[config.mk]
export PLATFORM = sky130hd
export DESIGN_NAME = coin_acceptor
export DESIGN_NICKNAME = d
export VERILOG_FILES = /design/src/rtl/vending_pkg.sv /design/src/rtl/coin_debounce.sv /design/src/rtl/coin_acceptor.sv
export SDC_FILE = /design/constraint.sdc
export NUM_CORES = 1
export LEC_CHECK = 0
export ABC_CLOCK_PERIOD_IN_PS = 1850
export BUFFER_PORTS_ARGS = -buffer_cell sky130_fd_sc_hd__buf_2
export CAP_MARGIN = 5
export CELL_PAD_IN_SITES_DETAIL_PLACEMENT = 1
export CELL_PAD_IN_SITES_GLOBAL_PLACEMENT = 2
export CORE_AREA = 2 2 60 73
export CTS_BUF_LIST = sky130_fd_sc_hd__clkbuf_4 sky130_fd_sc_hd__clkbuf_8
export CTS_CLUSTER_SIZE = 25
export DETAILED_ROUTE_END_ITERATION = 10
export DIE_AREA = 0 0 62 75
export PLACE_DENSITY_LB_ADDON = 0.2
export SLEW_MARGIN = 0
export SYNTH_ARGS = -nofsm -noshare
export SYNTH_HDL_FRONTEND = slang
export SYNTH_SLANG_ARGS = --single-unit
[constraint.sdc]
create_clock -name clk -period 1.85 [get_ports clk]
set_input_delay 0.2775 -clock clk [delete_from_list [all_inputs] [get_ports clk]]
set_output_delay 0.2775 -clock clk [all_outputs]
set_load 0.01 [all_outputs]
[src/rtl/vending_pkg.sv]
// Shared definitions for the coin acceptor and the vending FSM it feeds:
// output FSM state encoding, coin-type codes and coin queue geometry.
package vending_pkg;

    localparam int unsigned FIFO_DEPTH = 4;
    localparam int unsigned PTR_W      = 2;
    localparam int unsigned CNT_W      = 3;

    typedef enum logic [1:0] {
        IDLE = 2'd0,
        EMIT = 2'd1,
        HOLD = 2'd2
    } vend_state_e;

    typedef enum logic {
        COIN_A = 1'b0,
        COIN_B = 1'b1
    } coin_e;

endpackage

[src/rtl/coin_debounce.sv]
// One coin sensor: 2-flop synchronizer, debounce counter and a one-cycle
// event pulse when the debounced level rises.
module coin_debounce #(
    parameter int unsigned DEB_CYCLES = 4
) (
    input  logic clk,
    input  logic rst,
    input  logic sens,
    output logic rise
);
    localparam int unsigned CW = 4;

    logic             s1;
    logic             s2;
    logic             level;
    logic [CW-1:0]    cnt;

    // level flips only after DEB_CYCLES consecutive disagreeing samples
    always_ff @(posedge clk or posedge rst) begin
        if (rst) begin
            s1    <= 1'b0;
            s2    <= 1'b0;
            level <= 1'b0;
            cnt   <= '0;
            rise  <= 1'b0;
        end else begin
            s1   <= sens;
            s2   <= s1;
            rise <= 1'b0;
            if (s2 != level) begin
                if (cnt == CW'(DEB_CYCLES - 1)) begin
                    level <= s2;
                    cnt   <= '0;
                    rise  <= s2;
                end else begin
                    cnt <= cnt + CW'(1);
                end
            end else begin
                cnt <= '0;
            end
        end
    end

endmodule

[src/rtl/coin_acceptor.sv]
// Coin acceptor: debounces two coin sensors, queues coin types in a 4-deep
// FIFO and replays them as spaced one-cycle i/j pulses for the vending FSM.
module coin_acceptor
    import vending_pkg::*;
#(
    parameter int unsigned DEB_CYCLES = 4,
    parameter int unsigned GAP        = 2
) (
    input  logic             clk,
    input  logic             rst,
    input  logic             sens_a,
    input  logic             sens_b,
    output logic             i,
    output logic             j,
    output logic             reject,
    output logic [CNT_W-1:0] count,
    output logic             full
);
    localparam int unsigned GAP_W = 3;

    vend_state_e      state_q;
    vend_state_e      state_d;
    logic [GAP_W-1:0] gap_q;
    logic [GAP_W-1:0] gap_d;
    logic [PTR_W-1:0] wr_ptr;
    logic [PTR_W-1:0] rd_ptr;
    logic [CNT_W-1:0] count_d;
    coin_e            mem [FIFO_DEPTH];
    coin_e            head_c;
    logic             rise_a;
    logic             rise_b;
    logic             single_c;
    logic             pop_c;
    logic             push_c;
    logic             refuse_c;
    logic             i_d;
    logic             j_d;

    coin_debounce #(.DEB_CYCLES(DEB_CYCLES)) u_deb_a (
        .clk  (clk),
        .rst  (rst),
        .sens (sens_a),
        .rise (rise_a)
    );

    coin_debounce #(.DEB_CYCLES(DEB_CYCLES)) u_deb_b (
        .clk  (clk),
        .rst  (rst),
        .sens (sens_b),
        .rise (rise_b)
    );

    // simultaneous events are a jam; a full queue may still accept if it pops
    assign single_c = rise_a ^ rise_b;
    assign push_c   = single_c & (~full | pop_c);
    assign refuse_c = (rise_a & rise_b) | (single_c & full & ~pop_c);
    assign head_c   = mem[rd_ptr];

    always_comb begin
        count_d = count;
        if (push_c && !pop_c) begin
            count_d = count + CNT_W'(1);
        end else if (pop_c && !push_c) begin
            count_d = count - CNT_W'(1);
        end
    end

    // output sequencer: pop in IDLE, pulse in EMIT, rest GAP cycles in HOLD
    always_comb begin
        state_d = state_q;
        gap_d   = gap_q;
        pop_c   = 1'b0;
        i_d     = 1'b0;
        j_d     = 1'b0;
        case (state_q)
            IDLE: begin
                if (count != '0) begin
                    pop_c   = 1'b1;
                    state_d = EMIT;
                    i_d     = (head_c == COIN_A);
                    j_d     = (head_c == COIN_B);
                end
            end
            EMIT: begin
                state_d = HOLD;
                gap_d   = '0;
            end
            HOLD: begin
                if (gap_q == GAP_W'(GAP - 1)) begin
                    state_d = IDLE;
                end else begin
                    gap_d = gap_q + GAP_W'(1);
                end
            end
            default: state_d = IDLE;
        endcase
    end

    always_ff @(posedge clk or posedge rst) begin
        if (rst) begin
            state_q <= IDLE;
            gap_q   <= '0;
            i       <= 1'b0;
            j       <= 1'b0;
            reject  <= 1'b0;
            count   <= '0;
            full    <= 1'b0;
            wr_ptr  <= '0;
            rd_ptr  <= '0;
        end else begin
            state_q <= state_d;
            gap_q   <= gap_d;
            i       <= i_d;
            j       <= j_d;
            reject  <= refuse_c;
            count   <= count_d;
            full    <= (count_d == CNT_W'(FIFO_DEPTH));
            if (push_c) begin
                wr_ptr <= wr_ptr + PTR_W'(1);
            end
            if (pop_c) begin
                rd_ptr <= rd_ptr + PTR_W'(1);
            end
        end
    end

    // queue storage needs no reset: only slots below count are ever read
    always_ff @(posedge clk) begin
        if (push_c) begin
            mem[wr_ptr] <= coin_e'(rise_b);
        end
    end

endmodule

# Word level (Yosys, flattened, before mapping)
# Memories as Yosys holds them, arrays and structs flattened.
# Index checks and enable logic that the tools add are counted.
[totals]
regBits = 32
ramBits = 4
input_bits = 4
out_inout_bits = 7
memories = 1
[mem_list]
columns = ["name", "words", "word_bits", "rd", "rd_ports_with_merged_regs", "write_ports", "line_no", "source"]
rows = [
  ["mem", 4, 1, 1, 0, 1, "coin_acceptor.sv:28", "coin_e mem [FIFO_DEPTH];"],
]
[classes]
add_sub_neg = 7
n_eq_ne = 11
muxes = 23
n_bitwise = 10
n_reduce_logical = 11
[ops]
columns = ["cell", "n"]
rows = [
  ["$mux W4", 4],
  ["$mux W1", 12],
  ["$mux W3", 3],
  ["$add A4 B1 Y4 const B", 2],
  ["$eq A4 B2 Y1 const B", 2],
  ["$reduce_and A2 Y1", 4],
  ["$add A3 B1 Y3 const B", 2],
  ["$ne A2 B2 Y1 const B", 3],
  ["$pmux W2 S3", 1],
  ["$pmux W3 S2", 1],
  ["$add A2 B1 Y2 const B", 2],
  ["$and A1 B1 Y1", 4],
  ["$mux W2", 2],
  ["$eq A3 B1 Y1 const B", 1],
  ["$eq A3 B3 Y1 const B", 1],
  ["$not A1 Y1", 3],
  ["$reduce_bool A3 Y1", 1],
  ["$sub A3 B1 Y3 const B", 1],
  ["$eq A2 B1 Y1 const B", 1],
  ["$eq A2 B2 Y1 const B", 1],
  ["$logic_and A1 B1 Y1", 2],
  ["$logic_not A1 Y1", 2],
  ["$logic_not A2 Y1", 1],
  ["$ne A1 B1 Y1", 2],
  ["other kinds (3)", 4],
]

# Depth between registers and ports, before layout
# Gate-level depths: netlist of run 1.
[depth]
word_depth = 10
depth_mapped = 8

# Cells and area by module
# From an unflattened synthesis of run 1, not the netlist that was laid out.
[hier_totals]
cells_unflattened = 131
hier_area_um2 = 1682.9
[by_module_without_submodules]
columns = ["module", "instances", "cells_each", "area_each_um2", "seq_area_each_um2"]
rows = [
  ["coin_acceptor", 1, 85, 1044.8, 520.5],
  ["coin_debounce", 2, 23, 319.1, 200.2],
]

# Least setup slack after synthesis of run 1
# OpenSTA, ideal clock, no wires.
[synth_path]
path_kind = "register to register"
from = "reg count[0]"
to = "reg full"
setup_ns = 0.127
arrival_ns = 1.478
t_required_ns = 1.723
setup_slack_ns = 0.245
stages_incl_launch_ff = 9
path_buffers = 0
period_less_slack_ns = 1.605
path_cell_list = "dfrtp_1 inv_1 ha_1 nand2b_4 nand2_4 inv_4 mux2_2 o22ai_2 nor3b_2"
[synth_between]
elab_chain_len = 10
word_cells_on_any_way = 14
classes_between = "add/sub: 2; eq/ne: 1; mux: 4; bitwise: 2; reduce/logical: 5"
[synth_lines]
columns = ["item", "line_no", "source"]
rows = [
  ["start, declared", "coin_acceptor.sv:16", "output logic [CNT_W-1:0] count,"],
  ["start signal, assigned", "coin_acceptor.sv:116", "count <= count_d;"],
  ["$reduce_bool A3 Y1", "coin_acceptor.sv:77", "if (count != '0) begin"],
  ["$mux W1", "coin_acceptor.sv:77", ""],
  ["$mux W1", "coin_acceptor.sv:75", "case (state_q)"],
  ["$or A1 B1 Y1", "coin_acceptor.sv:55", "assign push_c = single_c & (~full | pop_c);"],
  ["$and A1 B1 Y1", "coin_acceptor.sv:55", ""],
  ["$logic_not A1 Y1", "coin_acceptor.sv:63", "end else if (pop_c && !push_c) begin"],
  ["$logic_and A1 B1 Y1", "coin_acceptor.sv:63", ""],
  ["$mux W3", "coin_acceptor.sv:63", ""],
  ["$mux W3 (*)", "coin_acceptor.sv:61", "if (push_c && !pop_c) begin"],
  ["net count_d[1]", "coin_acceptor.sv:27", "logic [CNT_W-1:0] count_d;"],
  ["$eq A3 B3 Y1 (*)", "coin_acceptor.sv:117", "full <= (count_d == CNT_W'(FIFO_DEPTH));"],
  ["end signal, assigned", "coin_acceptor.sv:117", ""],
  ["end, declared", "coin_acceptor.sv:17", "output logic full"],
]
# Mark *: on every way through the listed nets, which the timed path passes. The rest lies on a longest branch.
# A chain may end at the register's enable or synchronous reset.

# Final worst setup path of run 1
# Same ends and word-level chain as after synthesis.

==> flow_metrics.env, run 1 <==
export IMPL_crit_family="flip-flops"
export IMPL_die_h_um=75
export IMPL_core_area_sq_um=3910
export IMPL_layout_drive_gt1_share_pct=24.7
export IMPL_post_synth_top_area_fraction_pct=48.9
export IMPL_dieWidth_um=62
export IMPL_worstMarginPinSlew_ps=434
export IMPL_port_buffers=10
export IMPL_fillers=417
export IMPL_grt_pass1_wl_um=4680
export IMPL_dp_hpwl_um=1970
export IMPL_synth_area_leader_cell="dfrtp_1"
export IMPL_holdBufCountCts=0
export IMPL_period_needed_ps=1650
export IMPL_cts_reportedPaths_clkPinSlew_ps=70
export IMPL_ys_flop_type="dfrtp_1"
export IMPL_crit_start="count[0]$_DFF_PP0_"
export IMPL_max_slew_margin_pct=71.1
export IMPL_syn_instance_count=127
export IMPL_critical_path_class="reg2reg"
export IMPL_ir_worst_vdd_mv=0.782
export IMPL_rows=25
export IMPL_post_drt_wl_per_cell_um=13.0
export IMPL_cts_resized=0
export IMPL_whs_ps=71.4
export IMPL_syn_avg_cell_area_sq_um=12.9
export IMPL_status="finished, final reports clean"
export IMPL_setup_violations=0
export IMPL_clockBufferDepth=2
export IMPL_ant_nets=0
export IMPL_ios=11
export IMPL_period_share_pct=89.2
export IMPL_hold_viol=0
export IMPL_required_ps=2010
export IMPL_crit_chain="inv_1, ha_1, nand2b_4, nand2_4, inv_4, mux2_2, o22ai_2, nor3b_2"
export IMPL_maxSlewViolCount=0
export IMPL_multi_input_area_sq_um=673
export IMPL_cts_htree_levels=2
export IMPL_arrival_ps=1810
export IMPL_clk_latency_ps=280
export IMPL_cts_post_setup_buffers_inserted=0
export IMPL_tritoncts="built"
export IMPL_synth_seq_cells=36
export IMPL_antenna_found_initial=0
export IMPL_routabilityCongestion=0.780
export IMPL_fmax_ghz=0.606
export IMPL_start_kind="flop"
export IMPL_yosys_top_cells_area="dfrtp_1 49%, ha_1 9.2%, edfxtp_1 7.3%, xnor2_1 3.7%, mux2_2 3.4%"
export IMPL_rr_startpoint="count[0]$_DFF_PP0_"
export IMPL_final_common_cell="dfrtp_1"
export IMPL_grt_pass1_vias=1042
export IMPL_critPathSlowestCell="dfrtp_1"
export IMPL_synth_edf_count=4
export IMPL_cp_num_buf_inv=2
export IMPL_drc=0
export IMPL_fin_util_pct=47.6
export IMPL_leakage_nw=0.866
export IMPL_end_kind="flop"
export IMPL_slowest_delay_ps=400
export IMPL_cts_root_buf="clkbuf_8"
export IMPL_grt_max_degree=33
export IMPL_seqCellArea_sq_um=921
export IMPL_worstHoldPathType="in2async"
export IMPL_cp_max_fo=6
export IMPL_cts_sinks=36
export IMPL_dieArea_sq_um=4650
export IMPL_finalSetupTns_ps=0
export IMPL_vias=969
export IMPL_start_util_pct=41.9
export IMPL_nNetsFinal=161
export IMPL_max_cap_violations=0
export IMPL_syn_to_final_growth_pct=13.8
export IMPL_viasPerCell=4.85
export IMPL_grt_use_total_pct=14.2
export IMPL_synthArstFlopShare_pct=88.9
export IMPL_ys_seq_area_share_pct=56.2
export IMPL_antennaDiodeCount=0
export IMPL_overflow=0
export IMPL_skew_ps=2.60
export IMPL_synth_area_sq_um=1640
export IMPL_first_pass_iters=3
export IMPL_mostFrequentLayoutCells="32 x dfrtp_1, 12 x ha_1, 10 x buf_2"
export IMPL_tritoncts_num_buffers=5
export IMPL_dr_first_iter_drc_count=41
export IMPL_syn_nets=143
export IMPL_power_density_nw_per_um2=1540
export IMPL_rsz0062_at_grt="false"
export IMPL_synth_cell_type_count=36
export IMPL_totalWireLength_um=2610
export IMPL_yosysWarnings=0
==> path summary, 6_finish.rpt <==
kind	end	slack, ps	cells past startpoint
setup reg to reg	full$_DFF_PP0_	200	8
hold / removal	u_deb_a.cnt[3]$_DFF_PP0_	70	3
hold reg to reg	u_deb_a.s2$_DFF_PP0_	350	0
setup / recovery	full$_DFF_PP0_	200	8
max in group asynchronous	u_deb_a.cnt[2]$_DFF_PP0_	1490	3
min in group clk	u_deb_a.s1$_DFF_PP0_	90	1
==> Yosys cell counts (2+ instances only) <==
library cell	instances
nor3_1	4
a21oi_1	4
nand3b_1	2
nand2_1	6
dfrtp_1	32
nor3b_1	2
nand3_1	2
xor2_1	2
nor2_1	7
ha_1	12
nor2b_1	3
inv_1	7
o21ai_0	4
and2_1	4
edfxtp_1	4
mux2_2	5
and3b_1	2
xnor2_1	7
==> flip-flops by register name (all words and copies together), names as in the netlist <==
name	cells
gap_q	3
u_deb_b.level	1
reject	1
count	3
u_deb_a.rise	1
u_deb_a.s1	1
i	1
full	1
u_deb_b.s2	1
wr_ptr	2
u_deb_a.s2	1
rd_ptr	2
j	1
u_deb_b.s1	1
u_deb_b.rise	1
state_q	2
u_deb_a.level	1
mem	4
u_deb_a.cnt	4
u_deb_b.cnt	4
==> layer usage <==
metal  wire length [um]  global-route usage (%)
met3                 92                    4.64
met5                  0                       0
met2               1360                    23.8
met4                 66                    7.09
met1               1090                    15.7
==> worst reg2reg max path: stages (launching register included) <==
cell and delay (ps):
dfrtp_1 400, inv_1 80, ha_1 240, nand2b_4 100
nand2_4 80, inv_4 90, mux2_2 340, o22ai_2 140
nor3b_2 60
==> power by group <==
part / switching, mW / total [mW] / internal, mW / leakage (nW)
Clock: 0.258 / 0.612 / 0.354 / 0.0549
Sequential: 0.230 / 1.25 / 1.03 / 0.446
Combinational: 0.513 / 1.00 / 0.491 / 0.366
==> metrics by stage <==
stage | instance area, sq um | cells | power, mW | setup WS, ps
floorplan | 1640 | 127 | 2.05 | 245
global route | 1860 | 200 | 3.13 | 85.2
finish | 1860 | 200 | 2.87 | 200
global placement | 1760 | 192 | 2.26 | 237
detailed placement | 1760 | 192 | 2.30 | 192
CTS | 1860 | 200 | 2.94 | 177
==> cell families (layout without fill, tap and decap cells) <==
group | after synthesis | count (layout) | synth area share (%)
simple gates | 40 | 40 | 15.7
flops | 36 | 36 | 56.2
compound gates | 14 | 14 | 5.96
fa+ha+maj | 12 | 12 | 9.17
xor+xnor | 9 | 9 | 4.81
buf+inv | 9 | 28 | 2.67
mux | 7 | 7 | 5.42
==> layout make-up <==
class                   instances  area share [%]
clock buffers                   8            5.57
inverters                       8            1.75
multi-input cells              82            36.1
flip-flops and latches         36            49.4
well taps                      54            3.63
repair buffers                 12            3.49
(Power assumes the default switching activity.)
==> run 2: changes to the inputs <==
==> constraint.sdc (replaced) <==
create_clock -name clk -period 1.85 [get_ports clk]
set_input_delay 0 -clock clk [delete_from_list [all_inputs] [get_ports clk]]
set_output_delay 0 -clock clk [all_outputs]
set_load 0.01 [all_outputs]
==> flow_metrics.env, run 2 (synthesis gave the netlist of run 1 again) <==
export IMPL_vias=975
export IMPL_tritoncts="built"
export IMPL_crit_family="flip-flops"
export IMPL_grt_use_total_pct=14.3
export IMPL_p_switching_mw=1.00
export IMPL_arrival_ps=1820
export IMPL_crit_chain="inv_1, ha_1, nand2b_4, nand2_4, inv_4, mux2_2, o22ai_2, nor3b_2"
export IMPL_period_needed_ps=1650
export IMPL_wl_met3_um=91
export IMPL_antenna_found_initial=0
export IMPL_tritoncts_num_buffers=5
export IMPL_r2r_slack_ps=200
export IMPL_start_util_pct=41.9
export IMPL_layout_drive_gt1_share_pct=24.2
export IMPL_ant_nets=0
export IMPL_period_share_pct=89.2
export IMPL_mostFrequentLayoutCells="32 x dfrtp_1, 12 x ha_1, 10 x buf_2"
export IMPL_antennaDiodeCount=0
export IMPL_max_cap_violations=0
export IMPL_cts_resized=0
export IMPL_critical_path_class="reg2reg"
export IMPL_syn_to_final_growth_pct=15.6
export IMPL_rsz0062_at_grt="false"
export IMPL_pwr_share_comb_pct=35.1
export IMPL_dr_wl_met2_um=1360
export IMPL_max_slew_margin_pct=71.1
export IMPL_core_area_sq_um=3910
export IMPL_dieArea_sq_um=4650
export IMPL_grt_pass1_wl_um=4720
export IMPL_clockBufferDepth=2
export IMPL_p_seq_share_pct=43.6
export IMPL_cts_sinks=36
export IMPL_overflow=0
export IMPL_post_drt_wl_per_cell_um=12.9
export IMPL_critPathSlowestCell="dfrtp_1"
export IMPL_fin_util_pct=48.4
export IMPL_rr_startpoint="count[0]$_DFF_PP0_"
export IMPL_totalWireLength_um=2610
export IMPL_setup_violations=0
export IMPL_fmax_ghz=0.606
export IMPL_required_ps=2010
export IMPL_dr_first_iter_drc_count=53
export IMPL_cts_htree_levels=2
export IMPL_routabilityCongestion=0.780
export IMPL_leakage_nw=0.879
export IMPL_ios=11
export IMPL_rows=25
export IMPL_end_kind="flop"
export IMPL_hold_viol=0
export IMPL_maxSlewViolCount=0
export IMPL_dieWidth_um=62
export IMPL_worstMarginPinSlew_ps=434
export IMPL_slowest_delay_ps=400
export IMPL_power_share_clock_pct=21.3
export IMPL_switching_share_pct=34.8
export IMPL_cp_max_fo=6
export IMPL_internal_power_mw=1.87
export IMPL_grt_pass1_vias=1057
export IMPL_worstHoldPathType="in2async"
export IMPL_drc=0
export IMPL_finalSetupTns_ps=0
export IMPL_start_kind="flop"
export IMPL_whs_ps=339
export IMPL_reg2reg_depth=8
export IMPL_total_power_mw=2.88
export IMPL_grt_max_degree=33
export IMPL_reg_top3="mem: 4 flops, u_deb_a.cnt: 4 flops, u_deb_b.cnt: 4 flops"
export IMPL_top_layer="met4"
export IMPL_nNetsFinal=164
export IMPL_skew_ps=2.63
export IMPL_power_density_nw_per_um2=1520
export IMPL_viasPerCell=4.80
export IMPL_dp_hpwl_um=1970
export IMPL_worstReg2RegEnd="full$_DFF_PP0_"
export IMPL_port_buffers=10
export IMPL_final_common_cell="dfrtp_1"
export IMPL_cts_reportedPaths_clkPinSlew_ps=70
export IMPL_status="finished, final reports clean"
export IMPL_ir_worst_vdd_mv=0.782
export IMPL_first_pass_iters=3
export IMPL_met1_length_um=1100
export IMPL_die_h_um=75
export IMPL_cts_root_buf="clkbuf_8"
export IMPL_clk_latency_ps=280
export IMPL_cp_num_buf_inv=2
run 2: cell types whose count changed in the layout (fill, tap and decap cells not counted):
| cell | delta |
|---|---|
| dlygate4sd3_1 | +3 |
run 2: worst max-delay path by stage:
| stage | cells past startpoint | startpoint | end |
|---|---|---|---|
| after floorplan | 8 | count[0]$_DFF_PP0_ | full$_DFF_PP0_ |
| after global placement | 8 | count[1]$_DFF_PP0_ | full$_DFF_PP0_ |
| after detailed placement | 6 | count[0]$_DFF_PP0_ | mem[2]$_DFFE_PP_ |
| after CTS | 8 | count[0]$_DFF_PP0_ | full$_DFF_PP0_ |
| after global routing | 6 | count[1]$_DFF_PP0_ | mem[2]$_DFFE_PP_ |
| final | 8 | count[0]$_DFF_PP0_ | full$_DFF_PP0_ |
run 2: power groups by stage:
stage                     clock network, mW  registers, mW  logic, mW
after floorplan                           0           1.22      0.823
after CTS                             0.647           1.26       1.04
after global placement                    0           1.26       1.00
after detailed placement                  0           1.28       1.02
after global routing                  0.672           1.30       1.17
final                                 0.612           1.25       1.01
run 2: what timing repair did:
action                     in CTS  in global routing
hold buffers                    3                  0
setup endpoints to repair       0                  0
buffers inserted                0                  0
hold endpoints to repair       34                  0
run 2: layer usage:
metal | track usage (%) | vias to the layer above
met5 | 0 | -
met4 | 7.09 | 0
met3 | 4.64 | 5
met2 | 24.1 | 13
met1 | 15.8 | 486
li1 | - | 471
run 2: area by class of cell:
class / instances / area, sq um
Tap cell: 54 / 67.6
Inverter: 8 / 32.5
Sequential cell: 36 / 921
Fill cell: 418 / 2020
Timing Repair Buffer: 15 / 95.1
Clock buffer: 8 / 104
Multi-Input combinational cell: 82 / 673
run 2: worst reg2reg max path: stages (launching register included):
cell and delay, ps:
dfrtp_1 400, inv_1 80, ha_1 240, nand2b_4 100, nand2_4 80, inv_4 90
mux2_2 340, o22ai_2 140, nor3b_2 60
run 2: per-stage QoR:
step,cells,area (sq um),worst slack (ps)
5_1_grt,203,1890,85.2
4_1_cts,203,1890,177
3_5_place_dp,192,1760,192
2_1_floorplan,127,1640,245
6_report,203,1890,200
3_3_place_gp,192,1760,237
==> run 3: changes to the inputs <==
ABC_CLOCK_PERIOD_IN_PS = 1900   (was 1850)
CORE_AREA = 2 2 59 72   (was 2 2 60 73)
DIE_AREA = 0 0 61 74   (was 0 0 62 75)
clock period = 1.9 ns   (was 1.85 ns; I/O delays follow)
==> flow_metrics.env, run 3 (synthesis gave the netlist of run 1 again) <==
export IMPL_status="finished, final reports clean"
export IMPL_layout_drive_gt1_share_pct=23.6
export IMPL_ir_worst_vdd_mv=0.654
export IMPL_grt_pass1_vias=1008
export IMPL_final_common_cell="dfrtp_1"
export IMPL_dieWidth_um=61
export IMPL_cts_reportedPaths_clkPinSlew_ps=70
export IMPL_crit_chain="inv_1, ha_1, nand2b_4, nand2_4, inv_4, mux2_2, o22ai_2, nor3b_2"
export IMPL_fmax_ghz=0.594
export IMPL_antenna_found_initial=0
export IMPL_start_kind="flop"
export IMPL_dr_first_iter_drc_count=27
export IMPL_leakage_nw=0.873
export IMPL_max_slew_margin_pct=72.2
export IMPL_overflow=0
export IMPL_end_kind="flop"
export IMPL_cts_root_buf="clkbuf_8"
export IMPL_cts_htree_levels=2
export IMPL_grt_use_total_pct=13.7
export IMPL_arrival_ps=1850
export IMPL_cts_resized=0
export IMPL_start_util_pct=42.6
export IMPL_grt_pass1_wl_um=4460
export IMPL_totalWireLength_um=2580
export IMPL_slowest_delay_ps=420
export IMPL_port_buffers=10
export IMPL_die_h_um=74
export IMPL_critical_path_class="reg2reg"
export IMPL_critPathSlowestCell="dfrtp_1"
export IMPL_setup_ws_ps=217
export IMPL_power_density_nw_per_um2=1490
export IMPL_viasPerCell=4.75
export IMPL_routabilityCongestion=0.800
export IMPL_max_cap_violations=0
export IMPL_ant_nets=0
export IMPL_first_pass_iters=2
export IMPL_finalSetupTns_ps=0
export IMPL_post_drt_wl_per_cell_um=12.8
export IMPL_antennaDiodeCount=0
export IMPL_tritoncts="built"
export IMPL_required_ps=2070
export IMPL_setup_violations=0
export IMPL_clk_latency_ps=290
export IMPL_dieArea_sq_um=4510
export IMPL_crit_family="flip-flops"
export IMPL_hold_viol=0
export IMPL_clockBufferDepth=2
export IMPL_ios=11
export IMPL_cts_sinks=36
export IMPL_rsz0062_at_grt="false"
export IMPL_detailedPlace_worstSlack_ps=200
export IMPL_core_area_sq_um=3850
export IMPL_worstMarginPinSlew_ps=418
export IMPL_rows=25
export IMPL_skew_ps=5.31
export IMPL_worstHoldPathType="in2async"
export IMPL_period_needed_ps=1680
export IMPL_mostFrequentLayoutCells="32 x dfrtp_1, 12 x ha_1, 10 x buf_2"
export IMPL_syn_to_final_growth_pct=15.1
export IMPL_period_share_pct=88.6
export IMPL_maxSlewViolCount=0
export IMPL_grt_max_degree=33
export IMPL_drc=0
export IMPL_nNetsFinal=163
export IMPL_reg_top3="mem: 4 flops, u_deb_a.cnt: 4 flops, u_deb_b.cnt: 4 flops"
export IMPL_tritoncts_num_buffers=5
export IMPL_dp_hpwl_um=1880
export IMPL_cp_num_buf_inv=2
export IMPL_vias=960
export IMPL_cp_max_fo=6
==> run 3: cell types whose count changed in the layout (fill, tap and decap cells not counted), sizes merged <==
cell	change
buf	-1
==> run 3: per-stage QoR <==
step / power, mW / area (sq um) / utilization (%) / hold WS (ps) / std cells
CTS: 2.88 / 1890 / 49.0 / 339 / 202
floorplan: 1.99 / 1640 / - / 31.4 / 127
detailed placement: 2.25 / 1750 / 45.5 / 111 / 191
finish: 2.82 / 1890 / 49.0 / 336 / 202
global route: 3.06 / 1890 / 49.0 / 336 / 202
global placement: 2.20 / 1750 / 45.5 / 101 / 191
==> run 3: what timing repair did <==
action / CTS / global route
setup endpoints to repair: 0 / 0
hold buffers: 3 / 0
hold endpoints to repair: 34 / 0
setup buffers: 0 / 0
==> run 3: routing by layer <==
layer,up-vias,routed length (um),track usage [%]
met5,-,0,0
met4,0,57,6.52
met3,6,92,5.22
met2,13,1330,22.7
met1,472,1100,15.4
li1,469,-,-
==> run 3: cell type report <==
class	count	area (sq um)
Inverter	8	32.5
Tap cell	54	67.6
Multi-Input combinational cell	82	673
Sequential cell	36	921
Timing Repair Buffer	14	87.6
Fill cell	428	1960
Clock buffer	8	104
==> run 3: power breakdown <==
part,total [mW],switching (mW),internal (mW)
logic,0.987,0.503,0.483
clock network,0.609,0.264,0.345
registers,1.22,0.222,0.998
total,2.82,0.990,1.83
==> run 3: worst min-delay path, delay by kind of cell <==
kind / cells / cell delay [ps]
buffers and inverters: 4 / 1050
==> run 3: worst paths after layout <==
path                                      start                       end  slack (ps)  cells after the start
max reg2reg                  count[0]$_DFF_PP0_            full$_DFF_PP0_         220                      8
min reg2reg                u_deb_a.s1$_DFF_PP0_      u_deb_a.s2$_DFF_PP0_         350                      0
max in group asynchronous                   rst  u_deb_b.cnt[2]$_DFF_PP0_        1280                      4
min                                         rst      gap_q[1]$_DFFE_PP0P_         340                      4
min in group clk           u_deb_a.s1$_DFF_PP0_      u_deb_a.s2$_DFF_PP0_         350                      0
max                          count[0]$_DFF_PP0_            full$_DFF_PP0_         220                      8
